`src/rtl/dds_key_ctrl.sv`:
```
// Front-panel controller for the DDS/PWM path: debounces eight keys, queues one-shot
// commands and commits frequency word, phase offset and modulation depth to the
// datapath through a ready/load handshake.
module dds_key_ctrl #(
  parameter int unsigned PHASE_W    = 24,
  parameter int unsigned AMP_W      = 12,
  parameter int unsigned DEB_CYCLES = 200,
  parameter int unsigned FREQ_INIT  = 1678,
  parameter int unsigned FREQ_STEP  = 1678,
  parameter int unsigned FREQ_MIN   = 1678,
  parameter int unsigned FREQ_MAX   = 2**(PHASE_W-1)-1,
  parameter int unsigned AMP_INIT   = 1024,
  parameter int unsigned AMP_STEP   = 204,
  parameter int unsigned AMP_MAX    = 1844
) (
  input  logic                      clk,
  input  logic                      rst,
  input  logic                      key0,
  input  logic                      key1,
  input  logic                      key2,
  input  logic                      key3,
  input  logic                      key4,
  input  logic                      key5,
  input  logic                      key6,
  input  logic                      key7,
  input  logic                      cfg_ready,
  output logic [PHASE_W-1:0]        freq_word,
  output logic [PHASE_W-1:0]        phase_shift,
  output logic signed [AMP_W-1:0]   m,
  output logic                      cfg_load,
  output logic                      busy
);

  localparam int unsigned CNT_W = $clog2(DEB_CYCLES + 1);
  localparam logic [CNT_W-1:0] CNT_LAST = CNT_W'(DEB_CYCLES - 1);

  // One extra bit of headroom so sums/differences can be clamped without wrapping.
  typedef logic signed [PHASE_W:0] fext_t;
  typedef logic signed [AMP_W:0]   mext_t;

  localparam fext_t F_MIN  = fext_t'(FREQ_MIN);
  localparam fext_t F_MAX  = fext_t'(FREQ_MAX);
  localparam fext_t F_STEP = fext_t'(FREQ_STEP);
  localparam mext_t M_MAX  = mext_t'(AMP_MAX);
  localparam mext_t M_NEG  = mext_t'(-int'(AMP_MAX));
  localparam mext_t M_STEP = mext_t'(AMP_STEP);

  localparam logic [PHASE_W-1:0] F_INIT    = PHASE_W'(FREQ_INIT);
  localparam logic [AMP_W-1:0]   M_INIT    = AMP_W'(AMP_INIT);
  localparam logic [PHASE_W-1:0] PHASE_QTR = PHASE_W'(1) << (PHASE_W - 2);

  typedef enum logic [1:0] {StIdle, StApply, StLoad} state_e;

  logic [7:0]       keys;
  logic [7:0]       sync1_q, sync2_q;
  logic [7:0]       stable_q, stable_prev_q;
  logic [CNT_W-1:0] cnt_q [8];
  logic [7:0]       rise;

  state_e             state_q;
  logic [7:0]         pend_q;
  logic [2:0]         cmd_q;
  logic [PHASE_W-1:0] freq_q, phase_q;
  logic [AMP_W-1:0]   m_q;
  logic [PHASE_W-1:0] sh_freq_q, sh_phase_q;
  logic [AMP_W-1:0]   sh_m_q;
  logic               cfg_load_q;

  logic [2:0]         sel_idx;
  logic [7:0]         clr;
  fext_t              f_res;
  mext_t              m_res;
  logic [PHASE_W-1:0] p_res;

  assign keys = {key7, key6, key5, key4, key3, key2, key1, key0};

  // Synchronise raw keys and debounce each one with its own stability counter.
  always_ff @(posedge clk) begin
    if (rst) begin
      sync1_q       <= '0;
      sync2_q       <= '0;
      stable_q      <= '0;
      stable_prev_q <= '0;
      for (int i = 0; i < 8; i++) cnt_q[i] <= '0;
    end else begin
      sync1_q       <= keys;
      sync2_q       <= sync1_q;
      stable_prev_q <= stable_q;
      for (int i = 0; i < 8; i++) begin
        if (sync2_q[i] != stable_q[i]) begin
          if (cnt_q[i] == CNT_LAST) begin
            stable_q[i] <= sync2_q[i];
            cnt_q[i]    <= '0;
          end else begin
            cnt_q[i] <= cnt_q[i] + 1'b1;
          end
        end else begin
          cnt_q[i] <= '0;
        end
      end
    end
  end

  // Only presses produce commands; releases are ignored.
  assign rise = stable_q & ~stable_prev_q;

  // Pick the lowest pending index; key0 has highest priority.
  always_comb begin
    sel_idx = '0;
    for (int i = 7; i >= 0; i--) begin
      if (pend_q[i]) sel_idx = 3'(i);
    end
    clr = '0;
    if (state_q == StIdle && pend_q != '0) clr = 8'b1 << sel_idx;
  end

  // Apply the latched command to the current outputs and clamp the results.
  always_comb begin
    f_res = fext_t'({1'b0, freq_q});
    m_res = mext_t'({m_q[AMP_W-1], m_q});
    p_res = phase_q;
    unique case (cmd_q)
      3'd0: begin
        f_res = fext_t'({1'b0, F_INIT});
        m_res = mext_t'({M_INIT[AMP_W-1], M_INIT});
        p_res = '0;
      end
      3'd1: f_res = f_res + F_STEP;
      3'd2: f_res = f_res - F_STEP;
      3'd3: f_res = f_res <<< 1;
      3'd4: f_res = f_res >>> 1;
      3'd5: m_res = m_res + M_STEP;
      3'd6: m_res = m_res - M_STEP;
      3'd7: p_res = phase_q + PHASE_QTR;
    endcase
    if (f_res > F_MAX) begin
      f_res = F_MAX;
    end else if (f_res < F_MIN) begin
      f_res = F_MIN;
    end
    if (m_res > M_MAX) begin
      m_res = M_MAX;
    end else if (m_res < M_NEG) begin
      m_res = M_NEG;
    end
  end

  // Command FSM: pick a pending key, build shadow config, commit on cfg_ready.
  always_ff @(posedge clk) begin
    if (rst) begin
      state_q    <= StIdle;
      pend_q     <= '0;
      cmd_q      <= '0;
      freq_q     <= F_INIT;
      phase_q    <= '0;
      m_q        <= M_INIT;
      sh_freq_q  <= F_INIT;
      sh_phase_q <= '0;
      sh_m_q     <= M_INIT;
      cfg_load_q <= 1'b0;
    end else begin
      cfg_load_q <= 1'b0;
      // A new press wins over a same-cycle clear of the same bit.
      pend_q     <= (pend_q & ~clr) | rise;
      case (state_q)
        StIdle: begin
          if (pend_q != '0) begin
            cmd_q   <= sel_idx;
            state_q <= StApply;
          end
        end
        StApply: begin
          sh_freq_q  <= f_res[PHASE_W-1:0];
          sh_phase_q <= p_res;
          sh_m_q     <= m_res[AMP_W-1:0];
          state_q    <= StLoad;
        end
        StLoad: begin
          if (cfg_ready) begin
            freq_q     <= sh_freq_q;
            phase_q    <= sh_phase_q;
            m_q        <= sh_m_q;
            cfg_load_q <= 1'b1;
            state_q    <= StIdle;
          end
        end
        default: state_q <= StIdle;
      endcase
    end
  end

  assign freq_word   = freq_q;
  assign phase_shift = phase_q;
  assign m           = m_q;
  assign cfg_load    = cfg_load_q;
  assign busy        = (state_q != StIdle) | (pend_q != '0);

endmodule
```
`config.mk`:
```
export PLATFORM = sky130hd
export DESIGN_NAME = dds_key_ctrl
export DESIGN_NICKNAME = d
export VERILOG_FILES = /design/src/rtl/dds_key_ctrl.sv
export SDC_FILE = /design/constraint.sdc
export NUM_CORES = 1
export LEC_CHECK = 0
export ABC_AREA = 1
export BUFFER_PORTS_ARGS = -buffer_cell sky130_fd_sc_hd__buf_2
export CAP_MARGIN = 0
export CORE_UTILIZATION = 65
export DETAILED_ROUTE_END_ITERATION = 8
export GPL_TIMING_DRIVEN = 0
export PLACE_DENSITY = 0.84
export SETUP_SLACK_MARGIN = 0.15
export SYNTH_ARGS = -nofsm -noshare
export SYNTH_HDL_FRONTEND = slang
export SYNTH_SLANG_ARGS = --single-unit
```
`constraint.sdc`:
```
create_clock -name clk -period 5 [get_ports clk]
set_input_delay 0.5 -clock clk [delete_from_list [all_inputs] [get_ports clk]]
set_output_delay 0.5 -clock clk [all_outputs]
set_load 0.01 [all_outputs]
```
==> tab_implementation.tex <==
\begin{tabular}{lr}
\hline
Metric & Value \\
\hline
\multicolumn{2}{l}{\textbf{Drt}} \\
Initial DRC count & 886 \\
Drt total wl & between 30000 and 40000 µm \\
1st-pass router iterations & 6 \\
Number of DRC violations after detailed routing & 0 \\
Vias & 12018 \\
Average wire per standard cell & 15.4 µm \\
Average via count per standard cell & 5.74 \\
Antenna viol nets, final & 0 \\
\multicolumn{2}{l}{\textbf{Yosys}} \\
Post-synthesis instance area & 0.0123 mm² \\
Synthesized netlist cell count & $\sim$1700 \\
Post-synthesis async set-or-reset flop share & 0\% \\
Post-Synthesis Mean Instance Area & $\sim$7.3 µm² \\
Syn. warnings & 0 \\
Number of flops mapped to enable cells by yosys & 64 \\
Fraction of the yosys area taken by sequential cells & a little over two fifths \\
Register bit count reported by yosys & 230 \\
Ys flop type & dfxtp\_1 \\
Post-synth cell types & 55 \\
\multicolumn{2}{l}{\textbf{Placed design}} \\
RD Place Congestion & approximately 0.95 \\
Placed Instances & $\sim$2100 \\
Cell area reported after detailed placement & 0.0132 mm² \\
Input/output buffers & 72 \\
Post-DP HPWL & 23900 µm \\
\multicolumn{2}{l}{\textbf{Global route}} \\
Layer carrying the most global-route usage & met2 \\
Met2 track demand over resource & between 50\% and 60\% \\
Overflow left after global routing & 0 \\
Met1 routing resource usage after global routing & 44.0\% \\
First-pass GRT wire length & 53700 µm \\
Total Routing Usage GR & 33.7\% \\
Met3 usage & 5.88\% \\
Initial antenna violation count & 1 \\
Pin count of the biggest net entering global routing & 16 \\
Number of global-route vias before repair & 11380 \\
\multicolumn{2}{l}{\textbf{Layout}} \\
Area occupied by multi-input gates & 0.00616 mm² \\
Fillers & approximately 1400 \\
Final Core Density & 76.1\% \\
Final Instance Count excl. Fillers & roughly 2100 \\
Sequential Area & 0.00525 mm² \\
Fraction of layout cells with a size suffix above 1 & 9.66\% \\
Syn-to-layout area delta & 13.2\% \\
Net count of the finished layout & 1882 \\
Post-route cell area & 0.0139 mm² \\
\multicolumn{2}{l}{\textbf{Floorplan}} \\
Standard cell core area & about 0.018 mm² \\
Number of cell rows & 49 \\
Starting density of the core & 67.3\% \\
Number of ports placed on the die boundary & 73 \\
Total Die Area & 0.0195 mm² \\
Width of the chip & 140 µm \\
Die Ht & 140 µm \\
\multicolumn{2}{l}{\textbf{Setup path}} \\
Sort of element at the end of the critical path & flip-flop \\
Setup slack on the worst flop-to-flop path & 1.03 ns \\
Logic depth of the worst register-to-register path & 19 \\
Worst Path Arrival & about 4.4 ns \\
Critical path start-end classification & reg -> reg \\
Endpoint of the worst-slack reg-to-reg timing path & sh\_m\_q[8] \\
Reg-to-reg critical path startpoint & cmd\_q[2] \\
CP required & 5.39 ns \\
CP Launch Type & flip-flop \\
Last element of the critical path & sh\_m\_q[8] \\
Worst setup path startpoint & cmd\_q[2] \\
Crit-path max FO & 10 \\
\multicolumn{2}{l}{\textbf{Clock tree}} \\
Number of buffers inserted for hold repair after clock tree synthesis & 0 \\
Longest Clk Path Bufs & 3 \\
Worst-skew pair later-pin latency & 0.52 ns \\
Count of instances resized after the clock tree is built & 0 \\
Number of levels in the clock H-tree & 1 \\
Root Buffer & clkbuf\_16 \\
Postcts setup bufs & 0 \\
Inserted Clock Buffers & 23 \\
Number of sinks driven by the clock tree & 230 \\
CTS tree & built \\
Clock transition at path regs & 0.07 ns \\
\multicolumn{2}{l}{\textbf{STA}} \\
Clock Skews & 0.0139 ns \\
Fmax & 252 MHz \\
Summed negative setup slack over all endpoints & 0 ns \\
Final number of hold-violating endpoints & 0 \\
Crit path time final & 3.97 ns \\
Number of pins exceeding their max-slew limit in the final report & 0 \\
Final Cycle Share & 79.5\% \\
Worst rel slew slack & 38.7\% \\
Endpoints failing setup & 0 \\
Unrepaired setup endpoints after global routing & no \\
Measured slew at the worst slew-check pin & 0.913 ns \\
\multicolumn{2}{l}{\textbf{Pwr}} \\
Pwr Total & between 3 and 4 mW \\
Worst ir drop on vdd & 0.000339 V \\
Cell-internal power & 2.97 mW \\
Total power divided by cell area & 276 mW/mm² \\
Net switching power figure & 866 µW \\
Leakage power & $\sim$6.4 nW \\
Sw frac & 22.6\% \\
Relative contribution of sequential cells to total power & 51.4\% \\
Clk network pwr share & 44.1\% \\
Share of power burned in combinational logic & roughly 4.5\% \\
\multicolumn{2}{l}{\textbf{Flow run}} \\
Count of max-cap constraint violations & 0 \\
\multicolumn{2}{l}{\textbf{Hold path}} \\
Tightest Hold Check Type & in -> reg \\
\multicolumn{2}{l}{\textbf{Status}} \\
Status & finished, final reports clean \\
\hline
\end{tabular}
-- Yosys cell counts, drive strengths merged (2+ instances only) --
library cell    n  area, µm²
a21boi          2       15.0
a21oi         155        840
a221oi          2       17.5
a31oi           5       31.3
a41o            3       30.0
a41oi           8       70.1
and3           14       87.6
buf            23        159
clkbuf         41        154
clkinv          6       22.5
dfxtp         166       3320
edfxtp         64       1920
fa              2       40.0
ha             22        275
inv           209        787
nand2         310       1210
nand3         138        766
nand3b          2       15.0
nand4          14       87.6
nor2          253        987
nor3           23        115
nor3b          23        173
nor4           10       62.6
o2111ai         2       17.5
o211ai         11       82.6
o21ai         142        718
o21bai          3       22.5
o221ai          5       43.8
o22ai           9       56.3
o31ai           2       15.0
o32ai           4       35.0
or2             3       18.8
xor2            5       43.8
-- registers in the layout, indices dropped and copies added, names as in the netlist, 8 cells and up --
| register | flops |
|---|---|
| stable_q | 8 |
| stable_prev_q | 8 |
| pend_q | 8 |
| sync2_q | 8 |
| phase_shift | 24 |
| freq_word | 24 |
| sh_m_q | 12 |
| m | 12 |
| cnt_q | 64 |
| sync1_q | 8 |
| sh_phase_q | 24 |
| sh_freq_q | 24 |
-- metal layers --
layer  part of all wire [%]  routed length [µm]
met4                    3.1                1010
met5                      0                   0
met3                    9.2                2980
met2                     46               14800
met1                     42               13400
-- worst min path at each step --
stage | cells past startpoint | to | slack (ns) | startpoint
floorplan | 2 | sync2_q[0] | 0.39 | sync1_q[0]
global placement | 2 | sync2_q[0] | 0.39 | sync1_q[0]
detailed placement | 2 | sync2_q[0] | 0.40 | sync1_q[0]
CTS | 3 | sync1_q[4] | 0.19 | key4
global route | 3 | sync1_q[3] | 0.20 | key3
finish | 3 | sync1_q[3] | 0.19 | key3
-- worst max-delay path, stage by stage (launching register included) --
cell	delay, ns
dfxtp_1	0.41
inv_2	0.11
buf_2	0.22
nor2_1	0.61
inv_1	0.27
fa_1	0.44
nand2_1	0.08
inv_1	0.05
o21ai_0	0.16
nand2_1	0.13
nand2_1	0.11
a21oi_1	0.08
o31ai_1	0.20
o211ai_1	0.12
a21oi_1	0.18
inv_1	0.12
nand2_1	0.28
nand2_1	0.10
nand2_1	0.10
a21oi_1	0.06
-- through the flow --
| step | setup WS [ns] | hold slack (ns) |
|---|---|---|
| 5_1_grt | 0.696 | 0.200 |
| 3_3_place_gp | 1.23 | 0.394 |
| 3_5_place_dp | 1.16 | 0.396 |
| 2_1_floorplan | 2.01 | 0.388 |
| 4_1_cts | 1.13 | 0.188 |
| 6_report | 1.03 | 0.194 |
-- cell families after synthesis --
group | synth area share, %
AND/OR/NAND/NOR | 28.7
flip-flops | 42.7
adder cells (fa/ha/maj) | 2.57
XOR/XNOR | 0.428
buffers and inverters | 9.13
other | 0.0305
AO/OA/AOI/OAI | 16.5
-- layout by cell type, fill, tap and decap left out, types with 14 or more instances in the layout --
| cell | n |
|---|---|
| nand2_1 | 298 |
| clkbuf_16 | 23 |
| inv_1 | 206 |
| and3_1 | 14 |
| nand3_1 | 123 |
| nor2_1 | 244 |
| edfxtp_1 | 64 |
| nor3b_1 | 23 |
| o21ai_0 | 139 |
| dfxtp_1 | 166 |
| clkbuf_1 | 45 |
| nor3_1 | 23 |
| conb_1 | 64 |
| nand4_1 | 14 |
| nand3_2 | 15 |
| a21oi_1 | 142 |
| buf_2 | 76 |
| ha_1 | 22 |
-- final cells by class --
class                   count  share of cell area, %
flip-flops and latches    230                   37.7
well taps                 229                   2.06
clock inverters            13                  0.935
repair buffers             72                   2.59
clock buffers              28                   4.34
inverters                 215                   5.82
multi-input cells        1241                   44.3
plain buffers              64                   2.25
diodes                      1                 0.0180
-- power by group through the flow --
stage                     clock (mW)  combinational [mW]  sequential [mW]
final                           1.69               0.172             1.97
after floorplan                    0               0.122             2.01
after global routing            1.78               0.194             1.97
after CTS                       1.71               0.168             1.97
after global placement             0               0.162             2.01
after detailed placement           0               0.166             2.01
No activity file was read; power rests on OpenSTA's default activity.
